**src/rtl/traffic_pkg.sv**
```systemverilog
// Shared definitions for the traffic controller: interval codes, timer
// states and the default phase durations in seconds.
package traffic_pkg;

  localparam logic [1:0] INT_BASE = 2'b00;
  localparam logic [1:0] INT_EXT  = 2'b01;
  localparam logic [1:0] INT_YEL  = 2'b10;
  localparam logic [1:0] INT_RSVD = 2'b11;

  localparam int T_BASE_DEF_SEC = 6;
  localparam int T_EXT_DEF_SEC  = 3;
  localparam int T_YEL_DEF_SEC  = 2;

  typedef enum logic [1:0] {
    TMR_IDLE   = 2'b00,
    TMR_RUN    = 2'b01,
    TMR_EXPIRE = 2'b10
  } timer_state_e;

  // The reserved selector code never addresses a parameter register.
  function automatic logic prog_sel_valid(input logic [1:0] sel);
    return (sel != INT_RSVD);
  endfunction

endpackage

```
**src/rtl/interval_timer_ctrl_sec_prescaler.sv**
```systemverilog
// Clock-to-seconds prescaler: counts 0..CLK_PER_SEC-1 while enabled and
// flags the last count of each second.
module sec_prescaler #(
  parameter int CLK_PER_SEC = 4
) (
  input  logic clk,
  input  logic reset,
  input  logic enable,
  input  logic clear,
  output logic tick
);

  localparam int PS_W = $clog2(CLK_PER_SEC);
  localparam logic [PS_W-1:0] LAST_CNT = PS_W'(CLK_PER_SEC - 1);

  logic [PS_W-1:0] cnt_q;
  logic [PS_W-1:0] cnt_d;

  // Next count: clear wins over counting; hold when disabled.
  always_comb begin
    cnt_d = cnt_q;
    if (clear) begin
      cnt_d = '0;
    end else if (enable) begin
      if (cnt_q == LAST_CNT) begin
        cnt_d = '0;
      end else begin
        cnt_d = cnt_q + PS_W'(1);
      end
    end else begin
      cnt_d = cnt_q;
    end
  end

  // Count register with synchronous active-low reset.
  always_ff @(posedge clk) begin
    if (!reset) begin
      cnt_q <= '0;
    end else begin
      cnt_q <= cnt_d;
    end
  end

  // Decoded from the register only, so no input reaches tick combinationally.
  assign tick = (cnt_q == LAST_CNT);

endmodule

```
**src/rtl/interval_timer_ctrl.sv**
```systemverilog
// Interval timer behind the traffic FSM: holds the programmable durations,
// loads one on start_timer and counts it down in one-second ticks.
module interval_timer_ctrl
  import traffic_pkg::*;
#(
  parameter int CLK_PER_SEC = 4,
  parameter int CNT_W       = 4,
  parameter int T_BASE_DEF  = T_BASE_DEF_SEC,
  parameter int T_EXT_DEF   = T_EXT_DEF_SEC,
  parameter int T_YEL_DEF   = T_YEL_DEF_SEC
) (
  input  logic             clk,
  input  logic             reset,
  input  logic             prog_write,
  input  logic [1:0]       prog_sel,
  input  logic [CNT_W-1:0] prog_value,
  input  logic             reprogram,
  input  logic [1:0]       requesting_interval,
  input  logic             start_timer,
  output logic             expired,
  output logic             busy,
  output logic             sec_tick,
  output logic [CNT_W-1:0] remaining
);

  localparam logic [CNT_W-1:0] BASE_RST = CNT_W'(T_BASE_DEF);
  localparam logic [CNT_W-1:0] EXT_RST  = CNT_W'(T_EXT_DEF);
  localparam logic [CNT_W-1:0] YEL_RST  = CNT_W'(T_YEL_DEF);

  timer_state_e     state_q, state_d;
  logic [CNT_W-1:0] remaining_q, remaining_d;
  logic [CNT_W-1:0] t_base_q, t_base_d;
  logic [CNT_W-1:0] t_ext_q, t_ext_d;
  logic [CNT_W-1:0] t_yel_q, t_yel_d;
  logic             expired_q, expired_d;
  logic             busy_q, busy_d;
  logic             tick_s;
  logic             wr_ok_s;
  logic [CNT_W-1:0] load_val_s;

  function automatic logic [CNT_W-1:0] pick_interval(
    input logic [1:0]       req,
    input logic [CNT_W-1:0] base,
    input logic [CNT_W-1:0] ext,
    input logic [CNT_W-1:0] yel
  );
    case (req)
      INT_EXT: return ext;
      INT_YEL: return yel;
      default: return base;
    endcase
  endfunction

  sec_prescaler #(
    .CLK_PER_SEC(CLK_PER_SEC)
  ) u_prescaler (
    .clk   (clk),
    .reset (reset),
    .enable(state_q == TMR_RUN),
    .clear (start_timer | reprogram),
    .tick  (tick_s)
  );

  assign wr_ok_s    = prog_write && prog_sel_valid(prog_sel) && (prog_value != '0);
  // Loads read the registered parameters, so a same-edge write lands afterwards.
  assign load_val_s = pick_interval(requesting_interval, t_base_q, t_ext_q, t_yel_q);

  // Parameter register next-state: zero durations are rejected.
  always_comb begin
    t_base_d = t_base_q;
    t_ext_d  = t_ext_q;
    t_yel_d  = t_yel_q;
    if (wr_ok_s) begin
      case (prog_sel)
        INT_BASE: t_base_d = prog_value;
        INT_EXT:  t_ext_d  = prog_value;
        INT_YEL:  t_yel_d  = prog_value;
        default:  t_base_d = t_base_q;
      endcase
    end else begin
      t_base_d = t_base_q;
    end
  end

  // Timer FSM next-state and countdown; reprogram overrides start_timer.
  always_comb begin
    state_d     = state_q;
    remaining_d = remaining_q;
    case (state_q)
      TMR_IDLE: begin
        state_d = TMR_IDLE;
      end
      TMR_RUN: begin
        if (tick_s) begin
          remaining_d = remaining_q - CNT_W'(1);
          if (remaining_q == CNT_W'(1)) begin
            state_d = TMR_EXPIRE;
          end else begin
            state_d = TMR_RUN;
          end
        end else begin
          state_d = TMR_RUN;
        end
      end
      TMR_EXPIRE: begin
        state_d = TMR_IDLE;
      end
      default: begin
        state_d     = TMR_IDLE;
        remaining_d = '0;
      end
    endcase
    if (reprogram) begin
      state_d     = TMR_IDLE;
      remaining_d = '0;
    end else if (start_timer) begin
      state_d     = TMR_RUN;
      remaining_d = load_val_s;
    end else begin
      remaining_d = remaining_d;
    end
    expired_d = (state_d == TMR_EXPIRE);
    busy_d    = (state_d == TMR_RUN);
  end

  // State, countdown, flag and parameter registers; reset beats writes and starts.
  always_ff @(posedge clk) begin
    if (!reset) begin
      state_q     <= TMR_IDLE;
      remaining_q <= '0;
      expired_q   <= 1'b0;
      busy_q      <= 1'b0;
      t_base_q    <= BASE_RST;
      t_ext_q     <= EXT_RST;
      t_yel_q     <= YEL_RST;
    end else begin
      state_q     <= state_d;
      remaining_q <= remaining_d;
      expired_q   <= expired_d;
      busy_q      <= busy_d;
      t_base_q    <= t_base_d;
      t_ext_q     <= t_ext_d;
      t_yel_q     <= t_yel_d;
    end
  end

  assign expired   = expired_q;
  assign busy      = busy_q;
  assign remaining = remaining_q;
  assign sec_tick  = tick_s;

endmodule

```
**config.mk**
```make
export PLATFORM = sky130hd
export DESIGN_NAME = interval_timer_ctrl
export DESIGN_NICKNAME = d
export VERILOG_FILES = /design/src/rtl/traffic_pkg.sv /design/src/rtl/interval_timer_ctrl_sec_prescaler.sv /design/src/rtl/interval_timer_ctrl.sv
export SDC_FILE = /design/constraint.sdc
export NUM_CORES = 1
export LEC_CHECK = 0
export CORE_MARGIN = 2
export CORE_UTILIZATION = 35
export DETAILED_ROUTE_END_ITERATION = 6
export PLACE_DENSITY = 0.58
export SLEW_MARGIN = 10
export SYNTH_ARGS = -nofsm -noshare
export SYNTH_HDL_FRONTEND = slang
export SYNTH_SLANG_ARGS = --single-unit
```
**constraint.sdc**
```tcl
create_clock -name clk -period 1.41 [get_ports clk]
set_input_delay 0.141 -clock clk [delete_from_list [all_inputs] [get_ports clk]]
set_output_delay 0.141 -clock clk [all_outputs]
set_load 0.01 [all_outputs]
```
==> results.md <==
- Bufs on Longest Clock Path: 2
- Max Cap Viol: 0
- Insertion delay to the later sink of the worst-skew pair: slightly above 0.3 ns
- Vias/cell: between 5 and 6
- Starting Density: 0.373
- R2r setup slk: about 0.11 ns
- Worst Path Buf+Inv: 1
- Sequential share of the synthesized area: 0.421
- Combinational fraction of design power: 0.156
- WL final: between 2 and 2.5 mm
- Hold Crit Depth: 4
- Vias in the first global route: 892
- Antenna diode count: 0
- Final HPWL DP: approximately 1.8 mm
- RSZ-0062 raised after global routing: false
- Maximum clock frequency: between 700 and 800 MHz
- Synth cell types: 26
- Global-route wire length before repair: around 4 mm
- Post-route antenna net violation count: 0
- FF-to-FF path depth: 6
- Initial antenna violation count: 0
- Seq cells post-synth: 22
- Overall via count from detail_route: around 900
- Lkg Pwr: between 0.0006 and 0.0007 µW
- CTS clock-pin slew for the worst setup and hold paths: between 0.1 and 0.15 ns
- Clock share of power: 0.362
- H-tree depth: 1
- GRT Overall Usage: 0.155
- Area growth, synth to finish: 39.8%
- Layout Nets: between 150 and 200
- Critical Setup Path Class: flip-flop to primary output
- Crit Path Max Fanout: 3
- Largest net degree at the start of global routing: 14
- Top-count cell post-synth: dfxtp_1
- Final min period: ~1.3 ns
- Post-synth EDFFs: 0
- Worst path max stage delay: roughly 0.53 ns
- Placement Rows: 19
- Final WS setup: just over 0.06 ns
- Slowest-stage cell, CP: clkdlybuf4s50_1
- Fillers: around 280
- NetSw: about 310 µW
- Num CTS Buffers: 3
- Net count after synthesis: 130
- CP Depth: 1
- GPL Wtd Cong: 0.803
- Syn Area/Cell: 9.34 µm²
- Worst Setup End Kind: primary output
- Synth cell count leaders: dfxtp_1 (22), mux2i_1 (13), nand2_1 (10)
- Die W: roughly 59 µm
- Most used DFF post-synth: dfxtp_1
- Register area: between 400 and 500 µm²
- Starting DRC count in detailed routing: 35
- Die extent in y: just under 60 µm
- Non-Filler Instances: ~180
- Wire length per cell: 12.9 µm
- Worst Tran Pin Value: between 0.2 and 0.3 ns
- Slew HR: 0.802
- Post-CTS setup buffer count: 0
- IO Count: 20
- Top cell type's share of synthesized area: 0.421
- Switching share of power: 0.227
- Failing checks: DRC
- Port buffer count: 19
- Pre-CTS setup slack: -0.305 ns
- Ranking of synthesized cells by area: dfxtp_1 (42%), mux2i_1 (12%), ha_1 (6.0%)
- Async S/R FF share, synth: 0
- Max-slew violations: 0
- Pint: 1050 µW
- Core ar.: around 2800 µm²
- Placed insts: between 150 and 200
- Fin crit share: 0.957
- Drt first pass iters: 6
- Grt ovf: 0
- Fin Clk Skew: ~0.0038 ns
- Mapped Area: around 1000 µm²
- Status: complete, but fails checks
- Flop pwr share: 0.483
- Fin Setup TNS: 0 ns
- Critical path required time: 1.27 ns
- Endpoints failing setup: 0
- Peak VDD IR: about 0.52 mV
- Yosys top cell by area: dfxtp_1
- Layout cells sized above 1: 0.209
- Clock root buffer: clkbuf_4
- Residual DRC: 3
- Yosys warns: 0
- Fin. Hold Viols: 0
- Multi-input logic area: 577 µm²
- Mapped Cells: between 100 and 150
- Die ar.: 3440 µm²
- CTS tree: yes
- Cell Pwr Density: roughly 900 nW/µm²
- Setup crit start kind: flip-flop
- Top Family by Delay on Critical Path: buffers and inverters
- Clk sinks: 22
- Arrival time of the worst setup path: ~1.2 ns
- Worst path cell trace: clkdlybuf4s50_1
- Hold/Removal Path Class: input pin to flip-flop
[area by class of cell]
| class | count | share of cell area |
|---|---|---|
| Multi-Input combinational cell | 80 | 0.394 |
| Tap cell | 31 | 0.0265 |
| Sequential cell | 22 | 0.303 |
| Clock buffer | 3 | 0.0154 |
| Timing Repair Buffer | 37 | 0.228 |
| Clock inverter | 1 | 0.0205 |
| Inverter | 5 | 0.0128 |
[cells by family (layout without fill, tap and decap cells)]
family                     count (synthesis)  count (layout)  synth area share
AOI/OAI and AO/OA                         21              21             0.140
adders and majority gates                  5               5            0.0598
buffers and inverters                     10              46            0.0443
DFF                                       22              22             0.421
muxes                                     13              13             0.124
and+or+nand+nor                           41              41             0.211
[sequential cells by signal, summed over array words and instances (netlist names)]
register,count
busy,1
expired,1
remaining,4
state_q,2
t_base_q,4
t_ext_q,4
t_yel_q,4
u_prescaler.cnt_q,2
[power by group through the flow]
| stage | combinational [µW] | sequential (µW) | clock [µW] |
|---|---|---|---|
| after floorplan | 99.4 | 666 | 0 |
| after global placement | 208 | 666 | 0 |
| after detailed placement | 211 | 666 | 0 |
| after CTS | 211 | 653 | 500 |
| after global routing | 236 | 656 | 526 |
| final | 211 | 653 | 490 |
[metrics by stage]
step / hold slack, ns / util / total power [µW] / cell area [µm²]
after floorplan: 0.266 / - / 766 / 1050
after global placement: 0.463 / 0.493 / 874 / 1380
after detailed placement: 0.471 / 0.493 / 877 / 1380
after CTS: 0.501 / 0.512 / 1360 / 1440
after global routing: 0.210 / 0.521 / 1420 / 1460
final: 0.215 / 0.521 / 1350 / 1460
[cells in the final DEF (no fill, tap or decap), types with 5 or more instances in the layout]
cell type / Yosys / routed
mux2i_1: 13 / 13
nor2b_1: 7 / 7
clkdlybuf4s50_1: 0 / 13
o21ai_0: 5 / 5
nor3_1: 7 / 7
dfxtp_1: 22 / 20
buf_4: 0 / 18
nand2_1: 10 / 10
[layer usage]
layer  wire (µm)  track usage
met1        1130        0.206
met2        1070        0.258
met3          91       0.0264
met4          21       0.0487
met5           0            0
[final timing paths]
path / end / startpoint
max: remaining[1] / remaining[1]
min: t_base_q[2] / prog_value[2]
max reg2reg: remaining[2] / remaining[1]
min reg2reg: remaining[0] / remaining[0]
[repair_timing]
item / in CTS / in global routing
pin swaps: 0 / 1
hold buffers: 0 / 0
endpoints found under the setup margin: 4 / 9
gates resized for setup: 4 / 9
hold endpoints to repair: 0 / 0
No activity file was read; power rests on OpenSTA's default activity.
